`src/rtl/apb3_cmd_master.sv`:
```
// -----------------------------------------------------------------------------
// apb3_cmd_master
//
// APB3 initiator that accepts single-beat commands on a valid/ready command
// channel, runs one APB3 SETUP/ACCESS transfer per command, and returns the
// result on a valid/ready response channel. An ACCESS-phase wait-state
// counter aborts transfers to a slave that never raises PREADY.
//
// Ports
//   PCLK, PRESETN          clock, asynchronous active-low reset
//   CMD_VALID/CMD_READY    command handshake
//   CMD_ADDR/WRITE/WDATA   command payload
//   RSP_VALID/RSP_READY    response handshake
//   RSP_RDATA              read data (0 for writes and timeouts)
//   RSP_SLVERR             captured PSLVERR, forced 1 on timeout
//   RSP_TIMEOUT            transfer aborted by the wait-state timeout
//   PADDR/PSEL/PENABLE/PWRITE/PWDATA   APB master outputs
//   PRDATA/PREADY/PSLVERR  APB slave returns
//   BUSY                   high whenever the FSM is not IDLE
//
// TIMEOUT_CYCLES = 0 disables the timeout; otherwise it must fit in
// TIMEOUT_WIDTH bits.
// -----------------------------------------------------------------------------
module apb3_cmd_master #(
  parameter int ADDR_WIDTH     = 32,
  parameter int DATA_WIDTH     = 32,
  parameter int TIMEOUT_CYCLES = 255,
  parameter int TIMEOUT_WIDTH  = 8
) (
  input  logic                  PCLK,
  input  logic                  PRESETN,
  input  logic                  CMD_VALID,
  output logic                  CMD_READY,
  input  logic [ADDR_WIDTH-1:0] CMD_ADDR,
  input  logic                  CMD_WRITE,
  input  logic [DATA_WIDTH-1:0] CMD_WDATA,
  output logic                  RSP_VALID,
  input  logic                  RSP_READY,
  output logic [DATA_WIDTH-1:0] RSP_RDATA,
  output logic                  RSP_SLVERR,
  output logic                  RSP_TIMEOUT,
  output logic [ADDR_WIDTH-1:0] PADDR,
  output logic                  PSEL,
  output logic                  PENABLE,
  output logic                  PWRITE,
  output logic [DATA_WIDTH-1:0] PWDATA,
  input  logic [DATA_WIDTH-1:0] PRDATA,
  input  logic                  PREADY,
  input  logic                  PSLVERR,
  output logic                  BUSY
);

  typedef enum logic [1:0] {
    IDLE   = 2'd0,
    SETUP  = 2'd1,
    ACCESS = 2'd2,
    RESP   = 2'd3
  } state_t;

  // Counter value on the last permitted wait-state cycle. When the timeout
  // is disabled this wraps to all-ones, but it is never consulted.
  localparam logic [TIMEOUT_WIDTH-1:0] WAIT_LAST = TIMEOUT_WIDTH'(TIMEOUT_CYCLES - 1);
  localparam logic [TIMEOUT_WIDTH-1:0] WAIT_MAX  = '1;

  state_t                   state;
  state_t                   state_next;
  logic [TIMEOUT_WIDTH-1:0] wait_cnt;
  logic                     timeout_hit;

  assign timeout_hit = (TIMEOUT_CYCLES != 0) && (wait_cnt == WAIT_LAST);

  // ---------------------------------------------------------------------------
  // State register
  // ---------------------------------------------------------------------------
  // NOTE: sequential state uses non-blocking assignments so every flop
  // samples pre-edge values regardless of block ordering.
  always_ff @(posedge PCLK or negedge PRESETN) begin
    if (!PRESETN) state <= IDLE;
    else          state <= state_next;
  end

  // ---------------------------------------------------------------------------
  // Next-state logic. PREADY is tested before the timeout so a slave that
  // answers on the final permitted cycle still completes normally.
  // ---------------------------------------------------------------------------
  // NOTE: state_next is defaulted before the case so no path leaves it
  // unassigned, which would otherwise infer a latch.
  always_comb begin
    state_next = state;
    case (state)
      IDLE:    if (CMD_VALID) state_next = SETUP;
      SETUP:   state_next = ACCESS;
      ACCESS:  if (PREADY || timeout_hit) state_next = RESP;
      RESP:    if (RSP_READY) state_next = IDLE;
      default: state_next = IDLE;
    endcase
  end

  // ---------------------------------------------------------------------------
  // Control outputs decode from the registered state only, so nothing on the
  // command or APB inputs can reach an output combinationally.
  // ---------------------------------------------------------------------------
  assign CMD_READY = (state == IDLE);
  assign PSEL      = (state == SETUP) || (state == ACCESS);
  assign PENABLE   = (state == ACCESS);
  assign RSP_VALID = (state == RESP);
  assign BUSY      = (state != IDLE);

  // ---------------------------------------------------------------------------
  // Datapath: command latch, wait-state counter, response capture.
  // The APB payload is only written in IDLE, so it cannot move while PSEL is
  // high, and it stays put after the transfer until the next accept.
  // Response fields are only written in ACCESS and therefore survive the
  // response handshake.
  // ---------------------------------------------------------------------------
  // NOTE: every datapath register is reset here; these are plain flops, not
  // a memory array, so the reset costs nothing and gives defined outputs.
  always_ff @(posedge PCLK or negedge PRESETN) begin
    if (!PRESETN) begin
      PADDR       <= '0;
      PWRITE      <= 1'b0;
      PWDATA      <= '0;
      wait_cnt    <= '0;
      RSP_RDATA   <= '0;
      RSP_SLVERR  <= 1'b0;
      RSP_TIMEOUT <= 1'b0;
    end else begin
      case (state)
        IDLE: begin
          if (CMD_VALID) begin
            PADDR    <= CMD_ADDR;
            PWRITE   <= CMD_WRITE;
            PWDATA   <= CMD_WDATA;
            wait_cnt <= '0;
          end
        end
        ACCESS: begin
          if (PREADY) begin
            RSP_RDATA   <= PWRITE ? '0 : PRDATA;
            RSP_SLVERR  <= PSLVERR;
            RSP_TIMEOUT <= 1'b0;
          end else if (timeout_hit) begin
            RSP_RDATA   <= '0;
            RSP_SLVERR  <= 1'b1;
            RSP_TIMEOUT <= 1'b1;
          end else if (wait_cnt != WAIT_MAX) begin
            // Saturate rather than wrap so a disabled timeout never
            // rolls the counter over.
            wait_cnt <= wait_cnt + 1'b1;
          end
        end
        default: ;
      endcase
    end
  end

endmodule
```
`config.mk`:
```
export PLATFORM = sky130hd
export DESIGN_NAME = apb3_cmd_master
export DESIGN_NICKNAME = d
export VERILOG_FILES = /design/src/rtl/apb3_cmd_master.sv
export SDC_FILE = /design/constraint.sdc
export NUM_CORES = 1
export LEC_CHECK = 0
export BUFFER_PORTS_ARGS = -buffer_cell sky130_fd_sc_hd__buf_4
export CORE_UTILIZATION = 42
export CTS_CLUSTER_DIAMETER = 200
export DETAILED_ROUTE_END_ITERATION = 12
export PLACE_DENSITY = 0.79
export SETUP_SLACK_MARGIN = 0.15
export SYNTH_ARGS = -nofsm -noshare
export SYNTH_HDL_FRONTEND = slang
export SYNTH_SLANG_ARGS = --single-unit
export TNS_END_PERCENT = 1
```
`constraint.sdc`:
```
create_clock -name PCLK -period 2 [get_ports PCLK]
set_input_delay 0.2 -clock PCLK [delete_from_list [all_inputs] [get_ports PCLK]]
set_output_delay 0.2 -clock PCLK [all_outputs]
set_load 0.01 [all_outputs]
```
==> results of run 1 <==
[critical path, delay by kind of cell, from the launching register on]
family	cells	cell delay, ns
AOI/OAI and AO/OA	2	0.33
adders and majority gates	1	0.20
buffers and inverters	1	0.14
and+or+nand+nor	2	0.51
DFF	1	0.48
muxes	1	0.13
[how the worst max path moves through the flow]
stage                            from          end  slack, ns  cells after the start
after floorplan              state[0]  wait_cnt[3]       0.14                      7
final                     wait_cnt[1]  wait_cnt[3]       0.12                      7
after detailed placement  wait_cnt[0]  wait_cnt[3]       0.02                      6
after global placement       state[0]  wait_cnt[3]       0.14                      7
after global routing         state[0]  wait_cnt[3]       0.06                      8
after CTS                 wait_cnt[0]  wait_cnt[3]       0.11                      7
[placed cells by master, fill, tap and decap left out, types with 3 or more instances in the layout]
cell type	synthesis	final
ha_4	0	3
inv_1	9	7
nand3_1	6	6
nor2_1	10	8
mux2_2	66	66
o21ai_0	4	4
nor3_1	3	3
a21oi_1	8	8
a22o_1	33	33
dfrtp_1	109	107
clkbuf_8	0	9
nand2_1	11	10
buf_4	0	227
nand2b_1	3	3
[sequential cells by signal (all words and copies together), names as in the netlist]
register     flops
PWRITE           1
state            2
PADDR           32
RSP_SLVERR       1
RSP_TIMEOUT      1
RSP_RDATA       32
wait_cnt         8
PWDATA          32
[metrics by stage]
step           worst slack (ns)  cells  power [mW]    util
4_1_cts                  0.1118    666       9.739  0.6408
6_report                 0.1171    676       9.792  0.6515
3_5_place_dp            0.02335    648       8.437  0.6194
5_1_grt                 0.06024    676       10.38  0.6515
3_3_place_gp             0.1352    648       8.251  0.6194
2_1_floorplan            0.1382    313       6.056       -
[final cells by class]
cell class,instances,share of cell area
clock buffer,9,0.01910
inverter,9,0.005209
sequential,109,0.4210
multi-input combinational,179,0.2493
clock inverter,6,0.007525
timing repair buffer,231,0.2722
tap,133,0.02566
[power by group]
group          total (mW)  internal (mW)  switching, mW  leakage, nW
combinational        4.69           2.71           1.98         1.75
sequential           3.87           3.25          0.628         1.34
clock                1.23          0.460          0.771       0.0836
[synthesized netlist by cell type, types with 2 or more instances]
| cell | number |
|---|---|
| nand2_1 | 11 |
| nor3_1 | 3 |
| a21oi_1 | 8 |
| nand2b_1 | 3 |
| a221o_1 | 2 |
| mux2_2 | 66 |
| nand3_1 | 6 |
| mux2i_1 | 2 |
| inv_1 | 9 |
| ha_1 | 6 |
| nor2b_1 | 2 |
| o211ai_1 | 2 |
| a22o_1 | 33 |
| a31oi_1 | 2 |
| nor2_1 | 10 |
| clkbuf_1 | 11 |
| buf_2 | 5 |
| o21ai_0 | 4 |
| dfrtp_1 | 109 |
| a22oi_1 | 2 |
[kinds of logic after synthesis]
group / after synthesis / share of synthesized area
compound gates: 60 / 0.1094
fa+ha+maj: 6 / 0.01713
buf+inv: 25 / 0.02284
flops: 109 / 0.6225
mux: 68 / 0.1742
simple gates: 45 / 0.05397
[timing repair]
| item | 4_1_cts | 5_1_grt |
|---|---|---|
| endpoints found under the hold margin | 29 | 0 |
| resized for setup | 6 | 7 |
| pin swaps | 1 | 3 |
| hold buffers | 1 | 0 |
| setup buffers | 2 | 10 |
| endpoints found under the setup margin | 5 | 39 |
[routing by layer]
layer | up-vias | track usage
met2 | 160 | 0.3662
met4 | 0 | 0.08469
met1 | 1713 | 0.2555
met5 | - | 0
li1 | 1588 | -
met3 | 22 | 0.04825
==> results.md, run 1 <==
* Routed WL per cell at 16.49 um
* Final Setup Violations at 0
* CP max stage delay at 0.48 ns
* Worst-path cell chain: ha_4 -> nor2_4 -> o31ai_4 -> buf_6 -> or3_4 -> mux2i_1 -> a221o_1
* CTS clk-pin slew, worst paths at 0.11 ns
* Hpwl dp at 8087 um
* Syn Std Cell Area at 0.004382 mm^2
* FILL cells at 774
* Max-slew violations at 0
* Die Width at 104.1 um
* Met1 wire length at 4398 um
* Worst hold path type: in -> reg
* Fraction of layout cells with a size suffix above 1 at 0.6041
* RSZ-0062 raised after global routing: true
* Clock sink total at 109
* Status: completed
* Min-Delay Endpoint: RSP_RDATA[30]
* Gate Count Post-Synth at 313
* CTS tree: yes
* Mean post-synth cell area at 14.00 um^2
* Slew margin rel. at 0.7367
* Grt ovf at 0
* Worst Path Arrival at 2.14 ns
* Vias per inst at 5.152
* Initial Utilization at 0.4402
* WL met3 at 803 um
* Vias in the first global route at 3554
* Largest area contributor in the netlist: dfrtp_1
* Uppermost routed layer: met4
* Drt initial violations at 111
* Asr flop ratio synth at 1.000
* Total core area at 0.009955 mm^2
* CP required at 2.26 ns
* Setup slack, reg-to-reg at 0.12 ns
* R2R Path Start: wait_cnt[1]
* Critical path launch point type: register
* DRC Markers at 0
* Die ar. at 0.01085 mm^2
* Die Height at 104.1 um
* FP Rows at 36
* Ys flop type: dfrtp_1
* Static Leak at 3.173 nW
* Met2 WL at 5688 um
* Port buffer count at 206
* Final Skew at 0.008784 ns
* Max FO, Critical Path at 8
* Root buf cell: clkbuf_8
* EDFF count, synth at 0
* Power per cell area at 1510 mW/mm^2
* # IOs at 207
* YS warnings at 0
* Hold WS at 0.04599 ns
* Max stage delay cell, worst path: dfrtp_2
* Drt first pass iters at 4
* Tmin final at 1.883 ns
* Longest Clk Path Bufs at 2
* Yosys top cell area share at 0.6225
* Setup crit end kind: register
* Seq/Total Area, Yosys at 0.6225
* Largest net degree at the start of global routing at 56
* TritonCTS buffer count at 9
* H-tree Lvls at 3
* GP Congestion at 0.8539
* Total GRT Usage at 0.2117
* Sum Neg Setup Slack at 0 ns
* Post-synth cell types at 37
* Worst vdd ir at 0.7321 mV
* Area grow syn2layout at 48.00%
* Remaining antenna violation count at 0
* Reg area at 0.002730 mm^2
* Wirelength, routed at 11150 um
* Post-DP Area at 0.006166 mm^2
* Worst-Skew Late Latency at 0.36 ns
* Multi-input logic area at 0.001617 mm^2
* Final Hold Vio Count at 0
* Worst-Margin Slew at 0.3950 ns
* Worst R2R Path Depth at 7
* Nets at 648
* Wire length of the first global-routing pass at 18060 um
* Crit Path Class: reg -> reg
* Synth area leaders: dfrtp_1 (62%), mux2_2 (17%), a22o_1 (6.6%), ha_1 (1.7%), clkbuf_1 (0.94%)
* Flops & latches, synth at 109
* Fin area at 0.006485 mm^2
* Tcrit/Tclk final at 0.9414
* Hold path start: PRDATA[30]
* Via count at 3483
* Ant. Diodes at 0
* Fmax at 0.5311 GHz
* RR Endpoint: wait_cnt[3]
* Syn nets at 422
* Cell count of the worst hold path at 2
* Max-cap viol count at 0
* Antenna violations before repair at 0
Power figures use the tool's default switching activity.
==> run 2: changes to the inputs <==
- CORE_MARGIN: unset -> 2
==> run 2 against run 1 <==
- count of clock-buffer cells in the layout is 5 higher
- final area is 0.21% lower
- utilization is 1.9 points lower
- die area is 3.9% higher
- non-clock buffer count is 9 lower
- largest cell class unchanged
==> results.md, run 2 (synthesis gave the netlist of run 1 again) <==
* Status: completed
* Remaining antenna violation count at 0
* Die Height at 106.1 um
* Clock share of power at 0.142
* Worst hold path type: in -> reg
* Critical path launch point type: register
* Dpl cells at 650
* Sum Neg Setup Slack at 0 ns
* Power per cell area at 1525 mW/mm^2
* R2R Path Start: state[0]
* Area grow syn2layout at 47.69%
* NetSw at 3.297 mW
* Port buffer count at 206
* Initial Utilization at 0.4283
* Final core occ at 0.6325
* Reg area at 0.002730 mm^2
* CP required at 2.25 ns
* Worst vdd ir at 0.7072 mV
* Wirelength, routed at 11030 um
* Non-filler cells, final at 671
* CP top delay family: simple AND/OR/NAND/NOR gates
* Total core area at 0.01023 mm^2
* Drt first pass iters at 4
* Via count at 3424
* Tmin final at 1.865 ns
* Final setup margin at 0.1352 ns
* Worst R2R Path Depth at 7
* Worst-Skew Late Latency at 0.35 ns
* FILL cells at 791
* Root buf cell: clkbuf_8
* Min-Delay Endpoint: RSP_RDATA[31]
* Longest Clk Path Bufs at 2
* Max FO, Critical Path at 7
* Max stage delay cell, worst path: dfrtp_1
* CTS clk-pin slew, worst paths at 0.09 ns
* Pre-CTS setup slack at 0.07135 ns
* Flop pwr share at 0.393
* Die ar. at 0.01127 mm^2
* Tcrit/Tclk final at 0.9324
* Fraction of layout cells with a size suffix above 1 at 0.5981
* Hpwl dp at 7960 um
* Commonest non-fill, non-tap cell in the layout: buf_4
* Worst-path cell chain: inv_2 -> ha_4 -> and2b_2 -> o31ai_4 -> or3_4 -> mux2i_1 -> a221o_1
* Die Width at 106.1 um
* Final Hold Vio Count at 0
* Final Skew at 0.003611 ns
* Cell count of the worst hold path at 2
* Worst-Margin Slew at 0.5333 ns
* CP max stage delay at 0.42 ns
* Grt ovf at 0
* Combinational share of power at 0.465
* # IOs at 207
* Setup slack, reg-to-reg at 0.14 ns
* Clock sink total at 109
* DRC Markers at 0
* Vias per inst at 5.103
* Static Leak at 3.150 nW
* Wire length of the first global-routing pass at 17420 um
* Ant. Diodes at 0
* Nets at 639
* Net switching fraction of the power at 0.3342
* TritonCTS buffer count at 9
* GP Congestion at 0.8424
* H-tree Lvls at 3
* Hold WS at 0.05498 ns
* FP Rows at 37
* Final Setup Violations at 0
* CTS tree: yes
* RSZ-0062 raised after global routing: true
* Slew margin rel. at 0.6445
* Sum of buffers and inverters on the critical path at 1
* Biggest regs: PADDR x32, PWDATA x32, RSP_RDATA x32
* Hold path start: PRDATA[31]
* Multi-input logic area at 0.001628 mm^2
* Pint at 6.569 mW
* Total GRT Usage at 0.1951
* Worst Path Arrival at 2.11 ns
* Antenna violations before repair at 0
* Drt initial violations at 121
* Fmax at 0.5362 GHz
* Vias in the first global route at 3569
* Crit Path Class: reg -> reg
* Max-cap viol count at 0
* Most frequent cells in the layout: buf_4 (218), dfrtp_1 (107), mux2_2 (66)
* Max-slew violations at 0
* Routed WL per cell at 16.43 um
* RR Endpoint: wait_cnt[3]
* Largest net degree at the start of global routing at 67
* Setup crit end kind: register
* Critical Path Source: state[0]
==> run 2: cell type report <==
type,instances,share of cell area
Sequential cell,109,0.4219
Timing Repair Buffer,222,0.2624
Multi-Input combinational cell,179,0.2515
Clock buffer,14,0.02668
Tap cell,136,0.02630
Clock inverter,2,0.005994
Inverter,9,0.005220
==> run 2: repair_timing <==
item                                    4_1_cts  5_1_grt
endpoints found under the setup margin        8       65
hold buffers                                  1        0
pin swaps                                     0        4
buffers inserted                              1        3
resized for setup                             4       11
hold endpoints to repair                    109        0
==> run 2: metal layers <==
| metal | track usage | share of wire | vias to the layer above |
|---|---|---|---|
| li1 | - | - | 1575 |
| met1 | 0.2340 | 0.38 | 1665 |
| met2 | 0.3356 | 0.52 | 161 |
| met3 | 0.05212 | 0.077 | 23 |
| met4 | 0.07425 | 0.020 | 0 |
| met5 | 0 | 0 | - |
==> run 2: worst max-delay path by stage <==
stage	slack (ns)	depth (start not counted)	endpoint
after floorplan	0.14	7	wait_cnt[3]
after global placement	0.14	7	wait_cnt[3]
after detailed placement	0.07	7	wait_cnt[3]
after CTS	0.13	7	wait_cnt[3]
after global routing	0.08	7	wait_cnt[3]
final	0.14	7	wait_cnt[3]
==> run 2: power by group through the flow <==
| stage | combinational (mW) | clock [mW] | sequential (mW) |
|---|---|---|---|
| after floorplan | 1.79 | 0 | 4.27 |
| after global placement | 4.41 | 0 | 3.84 |
| after detailed placement | 4.54 | 0 | 3.88 |
| after CTS | 4.56 | 1.45 | 3.86 |
| after global routing | 4.94 | 1.54 | 4.02 |
| final | 4.59 | 1.40 | 3.88 |
==> run 2: per-stage QoR <==
step	power (mW)	area, um^2
3_5_place_dp	8.423	6162
6_report	9.867	6471
5_1_grt	10.50	6471
2_1_floorplan	6.056	4397
4_1_cts	9.870	6399
3_3_place_gp	8.242	6162
